**src/rtl/dram_if.sv**
```systemverilog
// Expansion-bus DRAM port: 68000 strobes and address in, multiplexed DRAM strobes and DTACK out.
interface dram_if #(
    parameter int unsigned ADDR_BITS = 11
);
    logic                   EXP;
    logic                   AS;
    logic                   UDS;
    logic                   LDS;
    logic                   RW;
    logic [2*ADDR_BITS-1:0] ADDR;
    logic [ADDR_BITS-1:0]   DRAM_ADDR;
    logic                   RAS_N;
    logic                   CAS_HI_N;
    logic                   CAS_LO_N;
    logic                   WE_N;
    logic                   DTACK_EXP;

    // CPU / system-controller side
    modport master (
        output EXP, AS, UDS, LDS, RW, ADDR,
        input  DRAM_ADDR, RAS_N, CAS_HI_N, CAS_LO_N, WE_N, DTACK_EXP
    );

    // DRAM controller side
    modport slave (
        input  EXP, AS, UDS, LDS, RW, ADDR,
        output DRAM_ADDR, RAS_N, CAS_HI_N, CAS_LO_N, WE_N, DTACK_EXP
    );
endinterface

```
**src/rtl/dram_controller.sv**
```systemverilog
// Asynchronous DRAM controller for the expansion bus: row/column multiplexing,
// RAS/CAS/WE sequencing, CAS-before-RAS refresh and DTACK_EXP generation.
// Optional build macro DRAM_SLOW_EN inserts a WAIT state so DTACK_EXP trails CAS
// by one cycle (80 ns parts).
module dram_controller #(
    parameter int unsigned REFRESH_CYCLES   = 300,
    parameter int unsigned PRECHARGE_CYCLES = 2,
    parameter int unsigned ADDR_BITS        = 11
) (
    input  logic  CLK,
    input  logic  RST,
    dram_if.slave bus
);

    localparam int unsigned REF_W = (REFRESH_CYCLES > 1) ? $clog2(REFRESH_CYCLES) : 1;
    localparam int unsigned PRE_W = (PRECHARGE_CYCLES > 1) ? $clog2(PRECHARGE_CYCLES) : 1;
    localparam logic [REF_W-1:0] REF_RELOAD = REF_W'(REFRESH_CYCLES - 1);
    localparam logic [PRE_W-1:0] PRE_LAST   = PRE_W'(PRECHARGE_CYCLES - 1);

    typedef enum logic [3:0] {
        S_IDLE,
        S_RAS,
        S_COL,
        S_CAS,
`ifdef DRAM_SLOW_EN
        S_WAIT,
`endif
        S_HOLD,
        S_PRE,
        S_REF_CAS,
        S_REF_RAS,
        S_REF_HOLD
    } state_t;

    state_t               state;
    state_t               state_nxt;
    logic [REF_W-1:0]     ref_cnt;
    logic                 ref_pending;
    logic [PRE_W-1:0]     pre_cnt;
    logic                 ref_expire_c;
    logic                 ref_take_c;
    logic [ADDR_BITS-1:0] row_c;
    logic [ADDR_BITS-1:0] col_c;

    logic [ADDR_BITS-1:0] dram_addr_q, dram_addr_d;
    logic                 ras_n_q,     ras_n_d;
    logic                 cas_hi_n_q,  cas_hi_n_d;
    logic                 cas_lo_n_q,  cas_lo_n_d;
    logic                 we_n_q,      we_n_d;
    logic                 dtack_q,     dtack_d;

    assign row_c = bus.ADDR[2*ADDR_BITS-1:ADDR_BITS];
    assign col_c = bus.ADDR[ADDR_BITS-1:0];

    // An expiry seen in IDLE is served at once, so refresh beats a same-edge access request
    assign ref_expire_c = (ref_cnt == '0);
    assign ref_take_c   = (state == S_IDLE) && (ref_pending || ref_expire_c);

    // Refresh interval counter and single-entry request flag (extra expiries are dropped)
    always_ff @(posedge CLK) begin
        if (!RST) begin
            ref_cnt     <= REF_RELOAD;
            ref_pending <= 1'b0;
        end else begin
            ref_cnt <= ref_expire_c ? REF_RELOAD : ref_cnt - REF_W'(1);
            if (ref_take_c) begin
                ref_pending <= 1'b0;
            end else if (ref_expire_c) begin
                ref_pending <= 1'b1;
            end
        end
    end

    // State register, precharge counter and registered DRAM-side outputs
    always_ff @(posedge CLK) begin
        if (!RST) begin
            state       <= S_IDLE;
            pre_cnt     <= '0;
            dram_addr_q <= '0;
            ras_n_q     <= 1'b1;
            cas_hi_n_q  <= 1'b1;
            cas_lo_n_q  <= 1'b1;
            we_n_q      <= 1'b1;
            dtack_q     <= 1'b1;
        end else begin
            state       <= state_nxt;
            pre_cnt     <= (state == S_PRE) ? pre_cnt + PRE_W'(1) : '0;
            dram_addr_q <= dram_addr_d;
            ras_n_q     <= ras_n_d;
            cas_hi_n_q  <= cas_hi_n_d;
            cas_lo_n_q  <= cas_lo_n_d;
            we_n_q      <= we_n_d;
            dtack_q     <= dtack_d;
        end
    end

    // Next-state decode
    always_comb begin
        state_nxt = state;
        case (state)
            S_IDLE: begin
                if (ref_take_c) begin
                    state_nxt = S_REF_CAS;
                end else if (!bus.AS && !bus.EXP) begin
                    state_nxt = S_RAS;
                end
            end
            S_RAS:      state_nxt = S_COL;
            S_COL: begin
                // Write strobes may trail AS; reads go straight on
                if (bus.RW || !bus.UDS || !bus.LDS) begin
                    state_nxt = S_CAS;
                end
            end
`ifdef DRAM_SLOW_EN
            S_CAS:      state_nxt = S_WAIT;
            S_WAIT:     state_nxt = S_HOLD;
`else
            S_CAS:      state_nxt = S_HOLD;
`endif
            S_HOLD: begin
                if (bus.AS) begin
                    state_nxt = S_PRE;
                end
            end
            S_PRE: begin
                if (pre_cnt == PRE_LAST) begin
                    state_nxt = S_IDLE;
                end
            end
            S_REF_CAS:  state_nxt = S_REF_RAS;
            S_REF_RAS:  state_nxt = S_REF_HOLD;
            S_REF_HOLD: state_nxt = S_PRE;
            default:    state_nxt = S_IDLE;
        endcase
    end

    // Output decode: next value of each registered output, holding by default
    always_comb begin
        dram_addr_d = dram_addr_q;
        ras_n_d     = ras_n_q;
        cas_hi_n_d  = cas_hi_n_q;
        cas_lo_n_d  = cas_lo_n_q;
        we_n_d      = we_n_q;
        dtack_d     = dtack_q;
        case (state)
            S_IDLE:  dram_addr_d = row_c;
            S_RAS:   ras_n_d = 1'b0;
            S_COL: begin
                dram_addr_d = col_c;
                we_n_d      = bus.RW;
            end
            S_CAS: begin
                cas_hi_n_d = bus.UDS;
                cas_lo_n_d = bus.LDS;
`ifdef DRAM_SLOW_EN
                dtack_d    = 1'b1;
`else
                dtack_d    = 1'b0;
`endif
            end
`ifdef DRAM_SLOW_EN
            S_WAIT:  dtack_d = 1'b0;
`endif
            S_HOLD: begin
                if (bus.AS) begin
                    ras_n_d    = 1'b1;
                    cas_hi_n_d = 1'b1;
                    cas_lo_n_d = 1'b1;
                    we_n_d     = 1'b1;
                    dtack_d    = 1'b1;
                end
            end
            S_REF_CAS: begin
                cas_hi_n_d = 1'b0;
                cas_lo_n_d = 1'b0;
                we_n_d     = 1'b1;
            end
            S_REF_RAS: ras_n_d = 1'b0;
            S_REF_HOLD: begin
                ras_n_d    = 1'b1;
                cas_hi_n_d = 1'b1;
                cas_lo_n_d = 1'b1;
                we_n_d     = 1'b1;
            end
            default: ;
        endcase
    end

    assign bus.DRAM_ADDR = dram_addr_q;
    assign bus.RAS_N     = ras_n_q;
    assign bus.CAS_HI_N  = cas_hi_n_q;
    assign bus.CAS_LO_N  = cas_lo_n_q;
    assign bus.WE_N      = we_n_q;
    assign bus.DTACK_EXP = dtack_q;

endmodule
```
**src/flat_wrapper.sv**
```systemverilog
// flat-port wrapper written by rule: the top's interface ports become plain ports
module dram_controller_flat 
#(
    parameter int unsigned REFRESH_CYCLES   = 300,
    parameter int unsigned PRECHARGE_CYCLES = 2,
    parameter int unsigned ADDR_BITS        = 11
)
  (CLK, RST, bus_EXP, bus_AS, bus_UDS, bus_LDS, bus_RW, bus_ADDR, bus_DRAM_ADDR, bus_RAS_N, bus_CAS_HI_N, bus_CAS_LO_N, bus_WE_N, bus_DTACK_EXP);
  dram_if #(.ADDR_BITS(ADDR_BITS)) bus_i ();
  input  logic CLK;
  input  logic RST;
  input wire logic [$bits(bus_i.EXP)-1:0] bus_EXP;
  input wire logic [$bits(bus_i.AS)-1:0] bus_AS;
  input wire logic [$bits(bus_i.UDS)-1:0] bus_UDS;
  input wire logic [$bits(bus_i.LDS)-1:0] bus_LDS;
  input wire logic [$bits(bus_i.RW)-1:0] bus_RW;
  input wire logic [$bits(bus_i.ADDR)-1:0] bus_ADDR;
  output wire logic [$bits(bus_i.DRAM_ADDR)-1:0] bus_DRAM_ADDR;
  output wire logic [$bits(bus_i.RAS_N)-1:0] bus_RAS_N;
  output wire logic [$bits(bus_i.CAS_HI_N)-1:0] bus_CAS_HI_N;
  output wire logic [$bits(bus_i.CAS_LO_N)-1:0] bus_CAS_LO_N;
  output wire logic [$bits(bus_i.WE_N)-1:0] bus_WE_N;
  output wire logic [$bits(bus_i.DTACK_EXP)-1:0] bus_DTACK_EXP;
  assign bus_i.EXP = bus_EXP;
  assign bus_i.AS = bus_AS;
  assign bus_i.UDS = bus_UDS;
  assign bus_i.LDS = bus_LDS;
  assign bus_i.RW = bus_RW;
  assign bus_i.ADDR = bus_ADDR;
  assign bus_DRAM_ADDR = bus_i.DRAM_ADDR;
  assign bus_RAS_N = bus_i.RAS_N;
  assign bus_CAS_HI_N = bus_i.CAS_HI_N;
  assign bus_CAS_LO_N = bus_i.CAS_LO_N;
  assign bus_WE_N = bus_i.WE_N;
  assign bus_DTACK_EXP = bus_i.DTACK_EXP;
  dram_controller #(.REFRESH_CYCLES(REFRESH_CYCLES), .PRECHARGE_CYCLES(PRECHARGE_CYCLES), .ADDR_BITS(ADDR_BITS)) u_core (.CLK(CLK), .RST(RST), .bus(bus_i));
endmodule
```
**config.mk**
```make
export PLATFORM = sky130hd
export DESIGN_NAME = dram_controller_flat
export DESIGN_NICKNAME = d
export VERILOG_FILES = /design/src/rtl/dram_if.sv /design/src/rtl/dram_controller.sv /design/src/flat_wrapper.sv
export SDC_FILE = /design/constraint.sdc
export NUM_CORES = 1
export LEC_CHECK = 0
export ABC_AREA = 1
export CELL_PAD_IN_SITES_DETAIL_PLACEMENT = 1
export CELL_PAD_IN_SITES_GLOBAL_PLACEMENT = 2
export CORE_MARGIN = 8
export CORE_UTILIZATION = 22
export DETAILED_ROUTE_END_ITERATION = 8
export PLACE_DENSITY_LB_ADDON = 0.1
export SETUP_SLACK_MARGIN = 0.05
export SLEW_MARGIN = 0
export SYNTH_ARGS = -nofsm -noshare
export SYNTH_HDL_FRONTEND = slang
export SYNTH_SLANG_ARGS = --single-unit
export TNS_END_PERCENT = 5
```
**constraint.sdc**
```tcl
create_clock -name CLK -period 1.2 [get_ports CLK]
set_input_delay 0.24 -clock CLK [delete_from_list [all_inputs] [get_ports CLK]]
set_output_delay 0.24 -clock CLK [all_outputs]
set_load 0.02 [all_outputs]
```
Yosys cells after proc, flatten, opt, wreduce, memory -nomap -nowiden --
Cells that the tools add are included.
Storage, ports and cells: bits in registers 31, bits in latches 0, RAM bits 0, ROM bits 0, output and inout bits 16, word-level logic and storage cells 64, memories 0
Operators by class: $add $sub $neg 2, multiply operators 0, div/mod/pow operators 0, $lt $le $gt $ge 0, equality and inequality tests 12, shift operators 0, muxes and demuxes 13, bitwise logic cells 1, reduce and logical (&&, ||, !) cells 26
Operator list (number):
- $pmux W4 S9 | 1
- $pmux W11 S2 | 1
- $mux W4 | 5
- $eq A4 B3 Y1 const B | 4
- $reduce_and A2 Y1 | 5
- $logic_not A9 Y1 | 1
- $sub A9 B1 Y9 const B | 1
- $eq A4 B2 Y1 const B | 2
- $pmux W1 S4 | 2
- $reduce_or A2 Y1 | 4
- $pmux W1 S3 | 2
- $reduce_bool A3 Y1 | 2
- $eq A4 B1 Y1 const B | 1
- $eq A4 B4 Y1 const B | 1
- $logic_not A1 Y1 | 4
- $logic_not A4 Y1 | 1
- $ne A2 B1 Y1 const B | 2
- $reduce_and A4 Y1 | 1
- $reduce_bool A2 Y1 | 2
- $reduce_bool A4 Y1 | 1
- $logic_or A1 B1 Y1 | 3
- $ne A3 B2 Y1 const B | 1
- $logic_and A1 B1 Y1 | 2
- $ne A2 B2 Y1 const B | 1
- other kinds (4) | 4

Logic depth before layout (Yosys ltp) --
Gate-level depths: netlist (run 1).
depth after elaboration 5, gate-level depth with buffers 10, mapped depth without buffers 10

Least setup slack after synthesis (run 1) --
OpenSTA, ideal clock, no wires.
path kind flip-flop to flip-flop, start reg u_core.ref_cnt[0], end reg u_core.state[2], setup time 0.113 ns, data arrival time 1.148 ns, data required time 1.087 ns, slack -0.061 ns, stages on the path, launching flop included 10, period minus slack after synthesis 1.261 ns, cell sequence dfxtp_1 -> inv_1 -> ha_1 -> nand2_1 -> nor2_2 -> nand3_1 -> nand4_1 -> nand2_2 -> nor2_1 -> nor2_1
Between the ends: cells in the longest elaborated chain, start to end 5, elaborated cells between the ends (all ways) 7, classes of those cells 1 x eq/ne; 2 x mux; 4 x reduce/logical
Ends and longest elaborated chain:
- start: declaration | RTL line dram_controller.sv:37 | logic [REF_W-1:0] ref_cnt;
- start signal: assignment | RTL line dram_controller.sv:65 | ref_cnt <= ref_expire_c ? REF_RELOAD : ref_cnt - REF_W'(1);
- $logic_not A9 Y1 * | RTL line dram_controller.sv:56 | assign ref_expire_c = (ref_cnt == '0);
- $logic_or A1 B1 Y1 * | RTL line dram_controller.sv:57 | assign ref_take_c = (state == S_IDLE) && (ref_pending || ref_expire_c);
- $logic_and A1 B1 Y1 * | RTL line dram_controller.sv:57
- $mux W4 or $ne A3 B2 Y1 (tied branches)
- $pmux W4 S9 or $reduce_and A4 Y1 (tied branches)
- end signal: assignment | RTL line dram_controller.sv:86 | state <= state_nxt;
- end: declaration | RTL line dram_controller.sv:35 | state_t state;
Mark *: on every way between the ends. The rest lies on a longest branch, timed or not. A chain may end at the register's enable or synchronous reset.

Worst setup path in the final report (run 1) --
Same ends and word-level chain as after synthesis.

==> results of run 1 <==
## cells by family after synthesis
kind of cell / synth area share (%)
buffers and inverters: 10.6
XOR/XNOR: 1.75
adder cells (fa/ha/maj): 0.835
AO/OA/AOI/OAI: 4.42
flip-flops: 41.4
AND/OR/NAND/NOR: 41.0
## layer usage
layer / share of wire, % / up-vias
met2: 48 / 27
met5: 0 / -
met3: 4.2 / 7
met4: 1.7 / 0
li1: - / 833
met1: 46 / 705
## what timing repair did
item	CTS	global route
hold buffers	0	0
setup endpoints to repair	44	36
pin swaps	11	3
setup buffers	1	0
resized for setup	69	18
hold endpoints to repair	0	0
## cell usage after synthesis, types with 2 or more instances
master	n
nor3_1	4
dfxtp_1	31
o21ai_1	3
a21oi_1	2
nor2_4	2
or2_2	2
buf_2	2
inv_2	6
xor2_1	3
nor2_1	17
a31oi_1	2
nor4_1	2
nand2_1	78
nand2_2	4
nor2_2	4
inv_1	28
nand3_1	20
## registers in the layout, indices dropped and copies added (netlist names)
signal and flops:
u_core.bus.DRAM_ADDR 11, u_core.ref_pending 1, u_core.bus.WE_N 1, u_core.bus.RAS_N 1
u_core.bus.CAS_HI_N 1, u_core.pre_cnt 1, u_core.bus.DTACK_EXP 1, u_core.state 4
u_core.bus.CAS_LO_N 1, u_core.ref_cnt 9
## power groups by stage
stage          clock [W]  combinational, W  sequential (W)
4_1_cts         0.000978           0.00256         0.00149
6_report        0.000916           0.00250         0.00148
5_1_grt          0.00102           0.00281         0.00153
3_3_place_gp           0           0.00255         0.00149
3_5_place_dp           0           0.00255         0.00149
2_1_floorplan          0           0.00113         0.00171
## through the flow
step                      utilization (%)  hold WS, ns  setup slack [ns]  setup TNS (ns)
after floorplan                         -        0.358            0.0109               0
after global placement               34.6        0.385            -0.219           -2.34
after detailed placement             34.6        0.392            -0.268           -2.19
after CTS                            36.6        0.408           -0.0959          -0.466
after global routing                 36.6        0.434            -0.190           -1.95
final                                36.6        0.401           -0.0464          -0.158
## area by class of cell
class                      count  area share, %
sequential                    31           25.8
timing repair buffer          76           26.8
tap                           80           4.09
clock buffer                   8           4.09
multi-input combinational    151           33.6
inverter                      35           5.67
## worst max-delay path by stage
stage | start | end | slack [ns] | cells after the start
3_3_place_gp | bus_AS | u_core.state[2] | -0.22 | 6
6_report | u_core.ref_cnt[0] | u_core.state[2] | -0.05 | 10
5_1_grt | u_core.ref_cnt[0] | u_core.state[2] | -0.19 | 10
4_1_cts | u_core.ref_cnt[1] | u_core.state[2] | -0.1 | 10
2_1_floorplan | u_core.ref_cnt[0] | u_core.state[2] | 0.01 | 9
3_5_place_dp | bus_AS | u_core.state[2] | -0.27 | 7
==> summary.txt, run 1 <==
Worst setup path
  – Crit-path most repeated cell: nand2_1
  – Crit path arrival time: approximately 1.5 ns
  – Worst reg2reg setup slack: -0.05 ns
  – Crit path cell chain: inv_2 > ha_4 > nand2_4 > nor2_4 > nand3_4 > nand4_1 > nand2_2 > nand2_1 > nand2_1 > nor2_1
  – Kind of critical path: reg -> reg
  – Critical Path End Type: register
  – CP Launch Type: register
  – Slowest CP cell: dfxtp_2
  – CP Max Fanout: 4
  – Worst r2r src: u_core.ref_cnt[0]
  – Top Family by Delay on Critical Path: simple AND/OR/NAND/NOR gates
  – Crit-path max cell delay: about 0.32 ns
  – Crit path buffers/inverters: 1
  – WP data required: 1.41 ns
  – Reg-to-Reg End: u_core.state[2]
  – Reg2Reg Depth: 10

Run status
  – Status: finished with violations
  – Failing checks: setup timing

Cells and area
  – Final-layout fill cell count: between 800 and 900
  – Fin cells: ~380
  – Most frequent cells in the layout: nand2_1 (73), clkdlybuf4s50_1 (28), buf_4 (28), inv_1 (25), dfxtp_1 (25)
  – Area grow syn2layout: 63.4%
  – Final instance area: 2450 sq um
  – Most common cell after layout, fill and taps aside: nand2_1
  – Area taken by multi-input logic gates: 823 sq um
  – Nets: 330
  – Reg area: 631 sq um
  – Layout cells sized above 1: 33.6%
  – Ant. Diodes: 0

Min path
  – Hold Path Cell Cnt: 1
  – Hold_sp: u_core.ref_cnt[0]
  – Hold path endpoint: u_core.ref_cnt[0]
  – Hold Path Class: reg -> reg

STA
  – Worst Skew: around 0.0035 ns
  – # setup viols final: 6
  – Final WS setup: -0.0464 ns
  – Slew @ Worst Pin: between 0.2 and 0.3 ns
  – Crit path time final: 1.25 ns
  – Final hold vios: 0
  – Period Utilization, post-route: 104%
  – Relative slew slack: between 80 and 90%
  – FMAX: between 800 and 900 MHz
  – RSZ-0062 raised after global routing: true
  – Max Transition Viols Final: 0

Clock tree
  – Num CTS Buffers: 5
  – Clk sinks: 31
  – CTS tree: built
  – Clock Tree Buf Depth: 2
  – Root buffer cell: clkbuf_8
  – H-tree depth: 2
  – Reg clk slew, reported paths: 0.07 ns
  – Clk_lat worst skew: 0.28 ns

Pwr
  – VDD IR max: 0.000725 V
  – Leakage power: between 1 and 1.5 nW
  – Clk pwr share: 18.7%
  – P_sw: 0.00198 W
  – Pint: 0.00293 W
  – Pwr Total: a little under 0.005 W
  – Sw frac: approximately two fifths
  – Pwr Density: 2000 nW/um^2
  – Sequential share of power: 30.3%
  – Combinational Power Share: 51.1%

Global route
  – Grt peak-use layer: met2
  – Met2 track demand over resource: 17.9%
  – Largest net degree at the start of global routing: 12
  – Initial antenna violation count: 0
  – Global-route track usage on met3: under 10%
  – Via count of the first global-routing pass: 1,705
  – Total grt overflow: 0
  – Total track usage: a little over a tenth
  – Met1 GRT Util: between 10 and 15%
  – Global-route wire length before repair: 8.28 mm

Placement
  – Post-DP HPWL: 3.89 mm
  – GPL Wtd Cong: 0.753
  – Placed insts: approximately 370
  – I/O Buffers: 44
  – Placement Cell Area: 2310 sq um

Drt
  – Via-to-Cell Ratio: 4.13
  – First drt pass iteration count: 4
  – DR iter-0 viols: 13
  – Post-DRT Antenna Nets: 0
  – Post-route DRC: 0
  – Routed via count: 1,572
  – Drt total wl: 4.82 mm
  – Per-cell routed wire length: 12.6 um

Synth
  – Post-synth ARST share: 0%
  – Avg Inst Size Synth: 6.75 sq um
  – Cell taking the most area after synthesis: dfxtp_1
  – Top_reg_cell synth: dfxtp_1
  – Synth Register Bits: 31
  – Synth warn: 0
  – Post-synth cell types: 29
  – Mapped Cells: 222
  – Synth top area share: 41.4%
  – Post-synth design cell area: 1500 sq um
  – Synth area leaders: dfxtp_1 (41%), nand2_1 (20%), inv_1 (7.0%), nand3_1 (6.7%), nor2_1 (4.3%)
  – EDFF count, synth: 0
  – Seq/Total Area, Yosys: between 40% and 50%
  – Syn Nets: 252

Die
  – # rows: 30
  – Boundary Pins: 45
  – Die height: 98.5 um
  – Die width: 98.5 um
  – Starting density of the core: between 20% and 30%
  – Full die area: 9710 sq um
  – Core Region: 6680 sq um

Job
  – Max_cap viols: 0
(Power assumes the default switching activity.)
==> run 2: changes to the inputs <==
Settings changed: CAP_MARGIN from default to 20.
==> results of run 2 <==
Final layout, timing and power as in run 1 (identical DEF).
